==> src/rtl/fft_pkg.sv <==
// Shared types for the FFT front end (input loader and fft_control).
package fft_pkg;

  // Default sample width; modules that carry a DATA_W parameter size their own datapath.
  localparam int unsigned SampleW = 16;

  typedef struct packed {
    logic signed [SampleW-1:0] re;
    logic signed [SampleW-1:0] im;
  } sample_t;

  // One-hot write enable, one bit per data RAM bank.
  typedef logic [3:0] bank_we_t;

  typedef enum logic [1:0] {
    IDLE,
    LOAD,
    KICK,
    BUSY
  } loader_state_t;

  // Reverse the low 'width' bits of 'value'; bits at or above 'width' come back as zero.
  function automatic logic [31:0] bit_reverse(input logic [31:0] value, input int unsigned width);
    logic [31:0] r;
    r = '0;
    for (int unsigned i = 0; i < 32; i++) begin
      if (i < width) begin
        r[5'(width - 1 - i)] = value[5'(i)];
      end
    end
    return r;
  endfunction

endpackage

==> src/rtl/fft_addr_bitrev.sv <==
// Maps a natural-order sample index to its bit-reversed {bank, address} location.
module fft_addr_bitrev #(
  parameter int unsigned LOG_N = 8
) (
  input  logic [LOG_N-1:0] k_i,
  output logic [1:0]       bank_o,
  output logic [LOG_N-3:0] addr_o
);

  logic [LOG_N-1:0] rev;

  for (genvar i = 0; i < LOG_N; i++) begin : g_rev
    assign rev[i] = k_i[LOG_N-1-i];
  end

  // Low two reversed bits pick the bank so consecutive butterflies hit different banks.
  assign bank_o = rev[1:0];
  assign addr_o = rev[LOG_N-1:2];

endmodule

==> src/rtl/fft_input_loader.sv <==
// Streams one complex frame into the four data banks in bit-reversed order, then kicks
// fft_control and holds off new input until the transform completes.
module fft_input_loader
  import fft_pkg::*;
#(
  parameter int unsigned N_POINTS = 256,
  parameter int unsigned DATA_W   = 16
) (
  input  logic                     iCLK,
  input  logic                     iRESET,
  input  logic                     iVALID,
  input  logic [DATA_W-1:0]        iDATA_RE,
  input  logic [DATA_W-1:0]        iDATA_IM,
  output logic                     oREADY,
  input  logic                     iFLUSH,
  output logic [3:0]               oWE,
  output logic [$clog2(N_POINTS)-3:0] oADDR_WR,
  output logic [DATA_W-1:0]        oDATA_RE,
  output logic [DATA_W-1:0]        oDATA_IM,
  output logic                     oSTART,
  input  logic                     iFFT_RDY,
  output logic                     oBUSY
);

  localparam int unsigned LOG_N  = $clog2(N_POINTS);
  localparam int unsigned ADDR_W = LOG_N - 2;
  localparam logic [LOG_N-1:0] LastIdx = LOG_N'(N_POINTS - 1);

  loader_state_t     state_q, state_d;
  logic [LOG_N-1:0]  cnt_q, cnt_d;
  // Holds oREADY low through reset and for the first edge after release.
  logic              live_q;

  bank_we_t          we_q, we_d;
  logic [ADDR_W-1:0] addr_q, addr_d;
  logic [DATA_W-1:0] re_q, re_d;
  logic [DATA_W-1:0] im_q, im_d;
  logic              start_q, start_d;
  logic              busy_q, busy_d;

  logic              xfer;
  logic              accept;
  logic              last;
  logic [1:0]        bank;
  logic [ADDR_W-1:0] bank_addr;

  fft_addr_bitrev #(
    .LOG_N(LOG_N)
  ) u_bitrev (
    .k_i   (cnt_q),
    .bank_o(bank),
    .addr_o(bank_addr)
  );

  assign oREADY = live_q && ((state_q == IDLE) || (state_q == LOAD));
  assign xfer   = iVALID && oREADY;
  // Flush wins over a coincident transfer.
  assign accept = xfer && !iFLUSH;
  assign last   = (cnt_q == LastIdx);

  // Next-state and sample counter.
  always_comb begin
    state_d = state_q;
    cnt_d   = cnt_q;
    unique case (state_q)
      IDLE: begin
        cnt_d = '0;
        if (accept) begin
          state_d = LOAD;
          cnt_d   = LOG_N'(1);
        end
      end
      LOAD: begin
        if (iFLUSH) begin
          state_d = IDLE;
          cnt_d   = '0;
        end else if (accept) begin
          if (last) begin
            state_d = KICK;
            cnt_d   = '0;
          end else begin
            cnt_d = cnt_q + LOG_N'(1);
          end
        end
      end
      KICK: begin
        state_d = BUSY;
      end
      BUSY: begin
        if (iFFT_RDY) begin
          state_d = IDLE;
          cnt_d   = '0;
        end
      end
      default: begin
        state_d = IDLE;
        cnt_d   = '0;
      end
    endcase
  end

  // Next values of the registered bank-write and control outputs.
  always_comb begin
    we_d    = accept ? bank_we_t'(4'b0001 << bank) : '0;
    addr_d  = accept ? bank_addr : addr_q;
    re_d    = accept ? iDATA_RE : re_q;
    im_d    = accept ? iDATA_IM : im_q;
    // Start lines up with the write of the final sample.
    start_d = accept && (state_q == LOAD) && last;
    busy_d  = (state_d == KICK) || (state_d == BUSY);
  end

  // FSM, counter and output registers.
  always_ff @(posedge iCLK or negedge iRESET) begin
    if (!iRESET) begin
      state_q <= IDLE;
      cnt_q   <= '0;
      live_q  <= 1'b0;
      we_q    <= '0;
      addr_q  <= '0;
      re_q    <= '0;
      im_q    <= '0;
      start_q <= 1'b0;
      busy_q  <= 1'b0;
    end else begin
      state_q <= state_d;
      cnt_q   <= cnt_d;
      live_q  <= 1'b1;
      we_q    <= we_d;
      addr_q  <= addr_d;
      re_q    <= re_d;
      im_q    <= im_d;
      start_q <= start_d;
      busy_q  <= busy_d;
    end
  end

  assign oWE      = we_q;
  assign oADDR_WR = addr_q;
  assign oDATA_RE = re_q;
  assign oDATA_IM = im_q;
  assign oSTART   = start_q;
  assign oBUSY    = busy_q;

endmodule

==> config.mk <==
export PLATFORM = sky130hd
export DESIGN_NAME = fft_input_loader
export DESIGN_NICKNAME = d
export VERILOG_FILES = /design/src/rtl/fft_pkg.sv /design/src/rtl/fft_addr_bitrev.sv /design/src/rtl/fft_input_loader.sv
export SDC_FILE = /design/constraint.sdc
export NUM_CORES = 1
export LEC_CHECK = 0
export CAP_MARGIN = 5
export CELL_PAD_IN_SITES_DETAIL_PLACEMENT = 1
export CELL_PAD_IN_SITES_GLOBAL_PLACEMENT = 1
export CORE_MARGIN = 2
export CORE_UTILIZATION = 25
export DETAILED_ROUTE_END_ITERATION = 12
export HOLD_SLACK_MARGIN = 0.03
export PLACE_DENSITY_LB_ADDON = 0.1
export SLEW_MARGIN = 20
export SYNTH_ARGS = -nofsm -noshare
export SYNTH_HDL_FRONTEND = slang
export SYNTH_HIERARCHICAL = 1
export SYNTH_SLANG_ARGS = --single-unit
==> constraint.sdc <==
create_clock -name iCLK -period 1.7 [get_ports iCLK]
set_input_delay 0.34 -clock iCLK [delete_from_list [all_inputs] [get_ports iCLK]]
set_output_delay 0.34 -clock iCLK [all_outputs]
set_load 0.005 [all_outputs]
Yosys cells after proc, flatten, opt, wreduce, memory -nomap -nowiden
Index checks and enable logic that the tools add are counted.
{"block": "word_totals", "romBits": 0, "ramBits": 0, "latch_bits": 0, "inputBits": 37, "memories": 0, "reg_bits": 55}
{"block": "op_classes", "n_reduce_logical": 11, "eq_ne": 8, "magnitude_cmp": 0, "n_addsub": 1, "n_mux": 13, "bitwise_logic": 0, "multipliers": 0, "n_div": 0, "shifts": 1}
{"operator": "$mux 8", "n": 4}
{"operator": "$pmux 8 s3", "n": 1}
{"operator": "$mux 2", "n": 5}
{"operator": "$add 8x1->8 const B", "n": 1}
{"operator": "$eq 2x2->1 const B", "n": 4}
{"operator": "$eq 8x8->1 const B", "n": 1}
{"operator": "$pmux 2 s4", "n": 1}
{"operator": "$logic_and 1x1->1", "n": 5}
{"operator": "$mux 4", "n": 1}
{"operator": "$shl 1x2->4 const A", "n": 1}
{"operator": "$ne 3x3->1 const B", "n": 1}
{"operator": "$reduce_and 3->1", "n": 1}
{"operator": "$reduce_bool 3->1", "n": 1}
{"operator": "$eq 2x1->1 const B", "n": 1}
{"operator": "$logic_not 2->1", "n": 1}
{"operator": "$logic_or 1x1->1", "n": 2}
{"operator": "$ne 2x2->1 const B", "n": 1}
{"operator": "$logic_not 1->1", "n": 1}
{"operator": "$mux 1", "n": 1}

Logic depth before layout (Yosys ltp)
Gate-level depths: netlist (run 1).
{"block": "logic_depth", "depth_word": 10, "mapped_depth": 6, "mapped_depth_nobuf": 5}

Modules after synthesis
Netlist (run 1), hierarchy kept.
{"module": "fft_input_loader", "cells_each": 236, "instances": 1, "area_per_inst_um2": 2227.1}
{"module": "fft_addr_bitrev", "cells_each": 8, "instances": 1, "area_per_inst_um2": 60.1}

Worst setup path before layout (run 1)
OpenSTA, ideal clock, no wires.
{"block": "synth_path", "kind": "reg-to-reg", "start": "reg cnt_q[0]", "end": "reg state_q[0]", "synth_period_minus_slack_ps": 1420, "stages_incl_launch_ff": 6, "arrival_time_ps": 1289, "path_buffers": 0, "slack_ps": 280, "path_cell_list": "dfrtp_1 > ha_1 > nand2_1 > or3_4 > a21boi_2 > o21ai_1"}
{"block": "synth_between", "elab_chain_cells": 5}
{"element": "start, declared", "line_no": "fft_input_loader.sv:30", "text": "logic [LOG_N-1:0] cnt_q, cnt_d;"}
{"element": "start signal, assigned", "line_no": "fft_input_loader.sv:127", "text": "cnt_q <= cnt_d;"}
{"element": "$eq 8x8->1", "line_no": "fft_input_loader.sv:59", "text": "assign last = (cnt_q == LastIdx);"}
{"element": "$mux 2", "line_no": "fft_input_loader.sv:78", "text": "if (last) begin"}
{"element": "$mux 2", "line_no": "fft_input_loader.sv:77", "text": "end else if (accept) begin"}
{"element": "$mux 2", "line_no": "fft_input_loader.sv:74", "text": "if (iFLUSH) begin"}
{"element": "$pmux 2 s4", "line_no": "fft_input_loader.sv:65", "text": "unique case (state_q)"}
{"element": "via state_d[0]", "line_no": "fft_input_loader.sv:29", "text": "loader_state_t state_q, state_d;"}
{"element": "end signal, assigned", "line_no": "fft_input_loader.sv:126", "text": "state_q <= state_d;"}
{"element": "end, declared", "line_no": "fft_input_loader.sv:29"}
The timed path passes the listed nets, and every way through them passes these cells.
A chain may end at the register's enable or synchronous reset.

Worst setup path in the final report (run 1)
{"block": "layout_path", "start": "in iFLUSH", "end": "reg cnt_q[7]"}
{"block": "layout_between", "elab_chain_cells": 4, "word_cells_on_any_way": 6, "cone_classes": "1 x eq/ne; 2 x mux; 3 x reduce/logical"}
{"element": "start, declared", "line_no": "fft_input_loader.sv:15", "text": "input logic iFLUSH,"}
{"element": "$logic_not 1->1", "line_no": "fft_input_loader.sv:58", "text": "assign accept = xfer && !iFLUSH;"}
{"element": "$logic_and 1x1->1", "line_no": "fft_input_loader.sv:58"}
{"element": "$ne 3x3->1 (no source line)"}
{"element": "$reduce_and 3->1 (no source line)"}
Parallel ways exist; a longest one is shown, timed or not.

==> flow_summary_export.csv, run 1 <==
group,metric,value,unit
status,status,"complete, no violations",
finish,final_common_cell,"nand2_1",
sta,fmax,0.6412,GHz
floorplanning,die-height,99.65,um
min_path,hold_end,"oADDR_WR[3]",
cts,clkTransAtPathRegs,100,ps
grt,grt.total_usage,12.53,%
logic_synthesis,synth_nets,282,
run,drv_cap,0,
floorplanning,die-area,0.009930,mm^2
power_and_ir_drop,leakagePower,1.632,nW
grt,grt_max_degree,24,
worst_setup_path,crit_path_cell_trace,"clkdlybuf4s50_1, nor4bb_4, nand2_1, a211oi_1, o22a_1",
sta,hold_viol_final,0,
logic_synthesis,syn_avg_cell_area,9.374,um^2
sta,setup-tns-final,0,ps
worst_setup_path,crit_slowest_cell,"clkdlybuf4s50_1",
worst_setup_path,slowest_delay,530,ps
finish,synthToLayoutAreaGrowth,51.42,%
finish,nets,374,
finish,post-route-util,39.33,%
worst_setup_path,worst_ep_required_time,1950,ps
worst_setup_path,timing.rr.start,"state_q[1]",
worst_setup_path,reg2reg_to,"cnt_q[7]",
floorplanning,row_count,34,
routing,drc,0,
power_and_ir_drop,vdd_drop_max,345.8,uV
sta,setup_viol,0,
power_and_ir_drop,p_sw,0.0007584,W
routing,final_antenna_net_count,0,
power_and_ir_drop,combPwrFrac,20.6,%
routing,initialDrtViolationCount,23,
worst_setup_path,r2r_cells,5,
logic_synthesis,yosys_warnings,6,
power_and_ir_drop,seqPwrFrac,49.6,%
worst_setup_path,endpoint_kind,"register",
floorplanning,die_w,99.65,um
place,io_buffer_count,81,
cts,cts-root-buf,"clkbuf_8",
worst_setup_path,criticalPathCategory,"in -> reg",
sta,worst_clock_skew,6.635,ps
power_and_ir_drop,intPower,0.002333,W
logic_synthesis,ys_ff_latch,55,
cts,clkSinkCount,55,
cts,cts_buffer_depth,2,
routing,drt_wl_total,5863,um
worst_setup_path,cp.arrival,1810,ps
sta,finalCritPeriodShare,91.74,%
floorplanning,initial_core_util,25.97,%
cts,cts_tree,"done",
worst_setup_path,startpoint_type,"primary input",
worst_setup_path,crit_buf_inv,1,
routing,num_vias,1885,
sta,holdWs,484.2,ps
worst_setup_path,path_max_fanout,4,
power_and_ir_drop,p_sw_share,24.53,%
power_and_ir_drop,power.density,892.7,mW/mm^2
routing,drtPass1Iterations,2,
power_and_ir_drop,clockPowerShare,29.8,%
min_path,hp-start,"oADDR_WR[3]",
floorplanning,io_pins,82,
grt,grt_pass1_vias,2061,
min_path,hold_class,"reg -> reg",
sta,rsz0062_at_grt,"false",
grt,grt-ovfl-total,0,
cts,htree_levels,2,
finish,antenna_cells,0,
logic_synthesis,synth.yosys.seq_area_share,60.18,%
worst_setup_path,crit_family,"simple AND/OR/NAND/NOR gates",
worst_setup_path,critical_path.startpoint,"iFLUSH",
routing,viasPerCell,4.236,
worst_setup_path,r2r_slack,160,ps
floorplanning,fp.coreArea,0.008806,mm^2
place,dp_hpwl,4330,um
finish,final_cell_mix,"119 x nand2_1, 79 x clkdlybuf4s50_1, 54 x dfrtp_1",
logic_synthesis,post_synth_num_cell_types,35,
logic_synthesis,syn-instance-count,244,
logic_synthesis,syn_area,0.002287,mm^2
sta,report.final.slew_viol_count,0,
sta,fin_crit,1560,ps
cts,insertion_delay,310,ps
grt,antenna_found_initial,0,
cts,cts_made_buffers,5,
grt,grt_pass1_wl,9984,um
finish,drive_gt1_share,11.87,%
place,gp_congestion,0.7780,
routing,avgRoutedWirePerCell,13.18,um
min_path,hold_depth,2,
[power by group through the flow]
| stage | logic [W] | clock network, W | registers [W] |
|---|---|---|---|
| after CTS | 0.000654 | 0.000979 | 0.00154 |
| after global placement | 0.000642 | 0 | 0.00156 |
| after detailed placement | 0.000651 | 0 | 0.00156 |
| after global routing | 0.000717 | 0.00101 | 0.00156 |
| after floorplan | 0.000181 | 0 | 0.00156 |
| final | 0.000638 | 0.000921 | 0.00153 |
[sequential cells by signal, summed over array words and instances, names as in the netlist]
| signal | count |
|---|---|
| oADDR_WR | 6 |
| cnt_q | 8 |
| live_q | 1 |
| oDATA_RE | 16 |
| state_q | 2 |
| oDATA_IM | 16 |
| oSTART | 1 |
| oBUSY | 1 |
| oWE | 4 |
[metrics by stage]
stage / setup WS [ps] / std cells / cell area, um^2 / total power [W]
2_1_floorplan: 279.7 / 244 / 2287 / 0.001745
6_report: 140.4 / 445 / 3463 / 0.003092
3_3_place_gp: -149.2 / 435 / 3324 / 0.002200
5_1_grt: 49.40 / 445 / 3463 / 0.003286
3_5_place_dp: -191.5 / 435 / 3324 / 0.002210
4_1_cts: 136.8 / 445 / 3463 / 0.003170
[layer usage]
| layer | track usage, % | routed length, um | up-vias |
|---|---|---|---|
| met1 | 16.67 | 2802 | 880 |
| met5 | 0 | 0 | - |
| met3 | 3.233 | 354 | 4 |
| met2 | 20.58 | 2670 | 58 |
| li1 | - | - | 943 |
| met4 | 2.845 | 36 | 0 |
[how the worst max path moves through the flow]
stage,endpoint,slack [ps],cells after the start
floorplan,state_q[0],280,5
global placement,cnt_q[7],-150,5
detailed placement,cnt_q[7],-190,5
CTS,cnt_q[7],140,5
global route,cnt_q[7],50,5
finish,cnt_q[7],140,5
[Yosys cell counts]
cell / number / share of area, %
a21oi_1: 2 / 0.44
clkbuf_1: 3 / 0.49
nand2_1: 119 / 20
nor2b_1: 1 / 0.27
conb_1: 1 / 0.16
or3_4: 1 / 0.49
nand3_1: 3 / 0.66
nor3_2: 1 / 0.44
nand4_1: 2 / 0.55
o21ai_1: 2 / 0.44
nor3b_4: 1 / 0.82
nor2_1: 9 / 1.5
dfrtp_1: 55 / 60
nor4bb_1: 1 / 0.44
a211oi_2: 1 / 0.55
buf_4: 8 / 2.6
or2_1: 2 / 0.55
a21boi_2: 2 / 0.98
ha_1: 1 / 0.55
and3_1: 1 / 0.27
or3_1: 1 / 0.27
xnor2_1: 3 / 1.1
o21ai_0: 1 / 0.22
buf_2: 7 / 1.5
or3b_1: 1 / 0.38
a21oi_2: 1 / 0.38
nor2_2: 1 / 0.27
nor3_1: 2 / 0.44
inv_1: 3 / 0.49
a32o_1: 1 / 0.44
o22a_1: 1 / 0.38
mux2i_1: 1 / 0.44
nor3b_1: 1 / 0.33
a2bb2oi_1: 1 / 0.38
a211oi_1: 3 / 0.98
[logic make-up after synthesis]
group	after synthesis	share of synthesized area, %
DFF	55	60.18
adders and majority gates	1	0.5470
and+or+nand+nor	147	27.19
other	1	0.1640
AOI/OAI and AO/OA	15	5.197
xor gates and xnor gates	3	1.149
muxes	1	0.4377
buffers and inverters	21	5.142
[worst min-delay path, stage by stage (launching register included)]
cell     delay [ps]
dfrtp_1         350
nand2_1          50
nand2_1          60
[layout make-up]
class / count / area [um^2]
inverters: 3 / 11.26
multi-input cells: 168 / 808.3
repair buffers: 103 / 1010
clock inverters: 2 / 38.79
fillers: 1028 / 5343
clock buffers: 6 / 82.58
well taps: 108 / 135.1
flip-flops and latches: 55 / 1378
[timing repair]
action,4_1_cts,5_1_grt
resized for setup,2,0
endpoints found under the setup margin,1,0
hold buffers,1,0
setup buffers,1,0
hold endpoints to repair,15,0
Note: power is estimated with default switching activity, not from simulation.
==> inputs of run 2 (changes only) <==
--- a/config.mk
+++ b/config.mk
@@ -11,10 +11,10 @@
 export CORE_MARGIN = 2
 export CORE_UTILIZATION = 25
 export DETAILED_ROUTE_END_ITERATION = 12
+export GPL_TIMING_DRIVEN = 0
 export HOLD_SLACK_MARGIN = 0.03
 export PLACE_DENSITY_LB_ADDON = 0.1
 export SLEW_MARGIN = 20
 export SYNTH_ARGS = -nofsm -noshare
 export SYNTH_HDL_FRONTEND = slang
-export SYNTH_HIERARCHICAL = 1
 export SYNTH_SLANG_ARGS = --single-unit
==> run 2 against run 1 <==
  * Combinational power fell by 8.2%
  * Cell count unchanged
  * Power fell by 9.1%
  * Die area shrank 0.42%
  * Register-to-register slack worse by 70 ps
  * Wire length grew 4.1%
  * Critical path depth did not move
  * Non-clock buffer count decreased by 4
==> flow_summary_export.csv, run 2 <==
group,metric,value,unit
worst_setup_path,reg2reg_to,"cnt_q[3]",
place,place_inst,431,
grt,use_met2,20.01,%
sta,finalCritPeriodShare,94.68,%
routing,avgRoutedWirePerCell,13.72,um
routing,num_vias,1913,
worst_setup_path,startpoint_type,"register",
sta,holdWs,436.6,ps
sta,tightest_slew,518.6,ps
logic_synthesis,synth-main-ff-cell,"dfrtp_1",
logic_synthesis,yosys_warnings,0,
grt,grt_pass1_wl,9936,um
grt,grt_max_degree,39,
worst_setup_path,timing.rr.start,"cnt_q[1]",
routing,final_antenna_net_count,0,
finish,synthToLayoutAreaGrowth,49.23,%
sta,setup_viol,0,
logic_synthesis,synth.yosys.seq_area_share,60.44,%
cts,clkTransAtPathRegs,100,ps
worst_setup_path,endpoint_kind,"register",
grt,grt_pass1_vias,1930,
logic_synthesis,synth_common_cells,"121 x nand2_1, 55 x dfrtp_1, 9 x nor2_1, 5 x o21ai_0",
routing,drc,0,
sta,fin_crit,1610,ps
logic_synthesis,ys_ff_latch,55,
min_path,hold_class,"in -> async",
cts,cts_buffer_depth,2,
worst_setup_path,crit_path_cell_trace,"ha_2, nand3_2, o31ai_4, nor2_2, a221o_2",
logic_synthesis,post_synth_num_cell_types,37,
grt,grt.total_usage,12.64,%
floorplanning,die-height,99.44,um
logic_synthesis,syn_area,0.002277,mm^2
finish,final_cell_mix,"121 x nand2_1, 78 x clkdlybuf4s50_1, 55 x dfrtp_1",
worst_setup_path,criticalPathCategory,"reg -> reg",
power_and_ir_drop,power.density,826.6,mW/mm^2
worst_setup_path,crit_buf_inv,0,
place,gp_congestion,0.7444,
logic_synthesis,synthArstFlopShare,100.0,%
finish,fillers,1029,
cts,cts-root-buf,"clkbuf_8",
sta,fmax,0.6213,GHz
logic_synthesis,synth_top_area_cell,"dfrtp_1",
routing,drtPass1Iterations,4,
grt,grtUsageMet1,17.52,%
floorplanning,fp.coreArea,0.008763,mm^2
finish,nets,375,
cts,cts_tree,"done",
place,io_buffer_count,81,
floorplanning,die_w,99.44,um
cts,insertion_delay,310,ps
grt,antenna_found_initial,0,
cts,clkSinkCount,55,
finish,antenna_cells,0,
worst_setup_path,r2r_cells,5,
sta,max-slew-margin-rel,65.42,%
worst_setup_path,path_max_fanout,6,
grt,grt.met3_usage,3.022,%
grt,grt-ovfl-total,0,
routing,initialDrtViolationCount,39,
worst_setup_path,slowest_delay,390,ps
floorplanning,row_count,34,
logic_synthesis,syn-instance-count,241,
run,drv_cap,0,
worst_setup_path,cp.arrival,1810,ps
logic_synthesis,yosysMostFrequentCell,"nand2_1",
place,dp_hpwl,4379,um
sta,worst_clock_skew,5.183,ps
logic_synthesis,synth-edff-count,0,
finish,final_common_cell,"nand2_1",
finish,final_cells,445,
status,status,"complete, no violations",
floorplanning,io_pins,82,
cts,cts_made_buffers,5,
worst_setup_path,crit_family,"compound AO/OA/AOI/OAI gates",
logic_synthesis,syn_avg_cell_area,9.449,um^2
power_and_ir_drop,leakagePower,1.640,nW
worst_setup_path,worst_ep_required_time,1900,ps
logic_synthesis,synthTopCellsByArea,"dfrtp_1 60%, nand2_1 20%, nor2_1 1.5%",
logic_synthesis,yosysTopAreaCellShare,60.44,%
sta,hold_viol_final,0,
floorplanning,initial_core_util,25.99,%
floorplanning,die-area,0.009888,mm^2
routing,drt_wl_total,6104,um
logic_synthesis,synth_nets,279,
sta,report.final.slew_viol_count,0,
cts,htree_levels,2,
power_and_ir_drop,vdd_drop_max,309.4,uV
sta,setup-tns-final,0,ps
routing,viasPerCell,4.299,
worst_setup_path,r2r_slack,90,ps
grt,top_usage_layer,"met2",
finish,drive_gt1_share,11.28,%
worst_setup_path,crit_slowest_cell,"dfrtp_1",
## run 2: cell types whose count changed after synthesis, moves of 3 or more
cell / previous run / this run
o21ai_0: 1 / 5
xnor2_1: 3 / 0
a211oi_1: 3 / 0
buf_4: 8 / 0
a21o_1: 0 / 3
buf_2: 7 / 4
## run 2: cell families (layout without fill, tap and decap cells)
group,Yosys count,after routing,synth area share [%]
AND/OR/NAND/NOR,151,151,28.24
AO/OA/AOI/OAI,20,20,7.363
XOR/XNOR,1,1,0.3847
other,1,1,0.1647
adder cells (fa/ha/maj),1,1,0.5494
buffers and inverters,12,108,2.857
flip-flops,55,55,60.44
## run 2: area by class of cell
type / count / area [um^2] / share of cell area, %
tap: 108 / 135.1 / 3.976
clock inverter: 2 / 13.76 / 0.4050
sequential: 55 / 1376 / 40.50
multi-input combinational: 174 / 848.3 / 24.96
inverter: 2 / 7.507 / 0.2209
timing repair buffer: 89 / 884.6 / 26.03
buffer: 10 / 63.81 / 1.878
clock buffer: 5 / 68.82 / 2.025
## run 2: worst max-delay path by stage
| stage | end | start | cells after the start |
|---|---|---|---|
| after global routing | cnt_q[3] | cnt_q[6] | 4 |
| after floorplan | cnt_q[3] | cnt_q[0] | 5 |
| after global placement | oDATA_RE[4] | iRESET | 1 |
| final | cnt_q[3] | cnt_q[1] | 5 |
| after detailed placement | oADDR_WR[2] | iVALID | 7 |
| after CTS | cnt_q[3] | cnt_q[1] | 5 |
## run 2: what timing repair did
item / in CTS / in global routing
gates resized for setup: 5 / 4
hold endpoints to repair: 17 / 0
setup buffers: 3 / 3
setup endpoints to repair: 35 / 45
pin swaps: 1 / 2
hold buffers: 1 / 0
## run 2: metrics by stage
step / instance area, um^2 / utilization (%) / total power (W) / setup slack [ps]
after floorplan: 2277 / - / 0.001691 / 202.7
after global placement: 3223 / 36.78 / 0.002105 / -1641
after detailed placement: 3241 / 36.98 / 0.002121 / -391.3
after CTS: 3363 / 38.38 / 0.002864 / 10.26
after global routing: 3398 / 38.78 / 0.002988 / -23.52
final: 3398 / 38.78 / 0.002809 / 90.49
## run 2: metal layers
metal  up-vias  wire length [um]  share of wire (%)
met1       902              2947                 48
met4         0                49               0.80
met2        46              2830                 46
li1        960                 -                  -
met3         5               277                4.5
met5         -                 0                  0
## run 2: worst register-to-register path: stages, from the launching register on
cell and delay, ps:
dfrtp_1 390, ha_2 230, nand3_2 110, o31ai_4 340, nor2_2 110, a221o_2 340
## run 2: power by group
part	internal [W]	switching [W]	leakage (nW)
Sequential	0.00144	0.0000667	0.715
Clock	0.000283	0.000435	0.0440
Combinational	0.000365	0.000221	0.881
Total	0.00209	0.000723	1.64
==> inputs of run 3 (changes only) <==
--- a/config.mk
+++ b/config.mk
@@ -5,6 +5,7 @@
 export SDC_FILE = /design/constraint.sdc
 export NUM_CORES = 1
 export LEC_CHECK = 0
+export ABC_AREA = 1
 export CAP_MARGIN = 5
 export CELL_PAD_IN_SITES_DETAIL_PLACEMENT = 1
 export CELL_PAD_IN_SITES_GLOBAL_PLACEMENT = 1
==> run 3 against run 2 <==
  * First-iteration DRC count up 56%
  * Maximum frequency increased by 5.6%
  * Highest routed layer unchanged
  * Clock skew up 3.8 ps
  * Sequential power barely moved
==> flow_summary_export.csv, run 3 <==
group,metric,value,unit
status,status,"complete, no violations",
floorplanning,fp.coreArea,0.009240,mm^2
logic_synthesis,yosys_warnings,0,
finish,nets,398,
sta,fin_crit,1524,ps
finish,fillers,1079,
cts,clkSinkCount,55,
power_and_ir_drop,p_sw_share,25.50,%
floorplanning,initial_core_util,25.75,%
routing,viasPerCell,4.088,
logic_synthesis,synth-main-ff-cell,"dfrtp_1",
worst_setup_path,worst_ep_required_time,1360,ps
logic_synthesis,synth_top_area_cell,"dfrtp_1",
min_path,hold_class,"in -> async",
grt,grt_pass1_vias,2055,
sta,fmax,0.6561,GHz
place,placed_area,0.003377,mm^2
logic_synthesis,syn_area,0.002380,mm^2
cts,htree_levels,2,
power_and_ir_drop,intPower,0.002088,W
logic_synthesis,yosysMostFrequentCell,"nand2_1",
cts,cts-root-buf,"clkbuf_8",
finish,final_cell_mix,"140 x nand2_1, 79 x clkdlybuf4s50_1, 55 x dfrtp_1",
floorplanning,io_pins,82,
worst_setup_path,endpoint_kind,"output pin",
routing,num_vias,2003,
worst_setup_path,startpoint_type,"register",
power_and_ir_drop,clockPowerShare,25.5,%
place,dp_hpwl,4410,um
grt,grt.total_usage,12.04,%
grt,grt_pass1_wl,9839,um
routing,drtPass1Iterations,4,
sta,holdWs,418.9,ps
power_and_ir_drop,combPwrFrac,20.8,%
place,io_buffer_count,81,
logic_synthesis,synth.yosys.seq_area_share,57.83,%
logic_synthesis,synthTopCellsByArea,"dfrtp_1 58%, nand2_1 22%, buf_6 3.3%",
finish,design_area,0.003475,mm^2
logic_synthesis,synth_common_cells,"140 x nand2_1, 55 x dfrtp_1, 15 x inv_1, 15 x nor2_1",
logic_synthesis,synth_nets,307,
worst_setup_path,crit_buf_inv,1,
finish,final_cells,490,
sta,finalCritPeriodShare,89.65,%
routing,final_antenna_net_count,0,
worst_setup_path,criticalPathCategory,"reg -> out",
worst_setup_path,cp.arrival,1180,ps
worst_setup_path,crit_path_cell_trace,"clkdlybuf4s50_1",
routing,avgRoutedWirePerCell,12.27,um
grt,antenna_found_initial,0,
place,place_inst,480,
cts,clkTransAtPathRegs,100,ps
power_and_ir_drop,seqPwrFrac,53.7,%
cts,insertion_delay,310,ps
grt,grt-ovfl-total,0,
cts,cts_made_buffers,5,
worst_setup_path,crit_slowest_cell,"clkdlybuf4s50_1",
worst_setup_path,timing.rr.start,"cnt_q[0]",
worst_setup_path,path_max_fanout,2,
sta,report.final.slew_viol_count,0,
logic_synthesis,synth-edff-count,0,
worst_setup_path,critical_path.startpoint,"oADDR_WR[5]",
floorplanning,die-height,101.6,um
logic_synthesis,synthArstFlopShare,100.0,%
power_and_ir_drop,vdd_drop_max,365.6,uV
power_and_ir_drop,p_sw,0.0007146,W
logic_synthesis,post_synth_num_cell_types,24,
logic_synthesis,ys_ff_latch,55,
place,gp_congestion,0.7356,
routing,drc,0,
sta,worst_clock_skew,8.972,ps
finish,final_common_cell,"nand2_1",
floorplanning,row_count,35,
power_and_ir_drop,power.density,806.5,mW/mm^2
logic_synthesis,syn-instance-count,269,
run,drv_cap,0,
sta,setup_viol,0,
worst_setup_path,crit_family,"buffers and inverters",
sta,rsz0062_at_grt,"false",
grt,grt_max_degree,43,
finish,synthToLayoutAreaGrowth,46.00,%
sta,hold_viol_final,0,
finish,antenna_cells,0,
cts,cts_tree,"done",
power_and_ir_drop,leakagePower,1.687,nW
routing,initialDrtViolationCount,61,
floorplanning,die-area,0.01032,mm^2
cts,cts_buffer_depth,2,
routing,drt_wl_total,6014,um
logic_synthesis,yosysTopAreaCellShare,57.83,%
finish,drive_gt1_share,9.418,%
logic_synthesis,syn_avg_cell_area,8.847,um^2
floorplanning,die_w,101.6,um
worst_setup_path,slowest_delay,520,ps
run 3: cell types whose count changed after synthesis, moves of 4 or more:
| cell | previous run | this run |
|---|---|---|
| nand2_1 | 121 | 140 |
| buf_2 | 4 | 0 |
| nor2_1 | 9 | 15 |
| clkbuf_1 | 4 | 0 |
| inv_1 | 2 | 15 |
| buf_6 | 2 | 7 |
run 3: layer usage:
layer  part of all wire (%)  track usage, %  vias up
li1                       -               -      997
met1                     46           15.63      958
met2                     48           20.34       42
met3                    4.3           2.208        6
met4                    1.3           3.742        0
met5                      0               0        -
run 3: per-stage QoR:
| step | setup WS [ps] | power [W] | TNS [ps] | utilization (%) |
|---|---|---|---|---|
| floorplan | 473.7 | 0.001701 | 0 | - |
| global placement | -1658 | 0.002112 | -91350 | 36.28 |
| detailed placement | -81.30 | 0.002129 | -353.2 | 36.55 |
| CTS | 135.7 | 0.002873 | 0 | 37.60 |
| global route | 120.1 | 0.002983 | 0 | 37.60 |
| finish | 175.9 | 0.002802 | 0 | 37.60 |
run 3: kinds of logic after synthesis:
group	share of synthesized area, %
flops	57.83
simple gates	33.07
other cells	0.1576
buf+inv	6.204
fa+ha+maj	0.5257
compound gates	2.208
run 3: path summary, 6_finish.rpt:
check	depth (start not counted)	slack, ps	end
max	1	180	oADDR_WR[5]
min	2	420	oDATA_IM[10]
max reg2reg	8	340	cnt_q[6]
min reg2reg	2	470	oDATA_IM[8]
max in group asynchronous	3	800	oDATA_RE[12]
min in group iCLK	2	470	oDATA_IM[8]
run 3: final cells by class:
| class | count | area, um^2 | area share (%) |
|---|---|---|---|
| Tap cell | 129 | 161.4 | 4.645 |
| Sequential cell | 55 | 1376 | 39.61 |
| Buffer | 7 | 78.83 | 2.269 |
| Clock buffer | 7 | 76.32 | 2.197 |
| Timing Repair Buffer | 84 | 852.1 | 24.52 |
| Clock inverter | 1 | 5.005 | 0.1440 |
| Inverter | 17 | 68.82 | 1.981 |
| Multi-Input combinational cell | 190 | 855.8 | 24.63 |
run 3: power groups by stage:
stage | combinational, W | sequential [W] | clock [W]
after detailed placement | 0.000595 | 0.00153 | 0
after global routing | 0.000648 | 0.00152 | 0.000814
after global placement | 0.000583 | 0.00153 | 0
final | 0.000583 | 0.00151 | 0.000715
after floorplan | 0.000160 | 0.00154 | 0
after CTS | 0.000599 | 0.00151 | 0.000766
run 3: what timing repair did:
action                                 CTS  global route
buffers inserted                         1             0
endpoints found under the hold margin   13             0
gates resized for setup                  1             0
hold buffers                             1             0
setup endpoints to repair                1             0
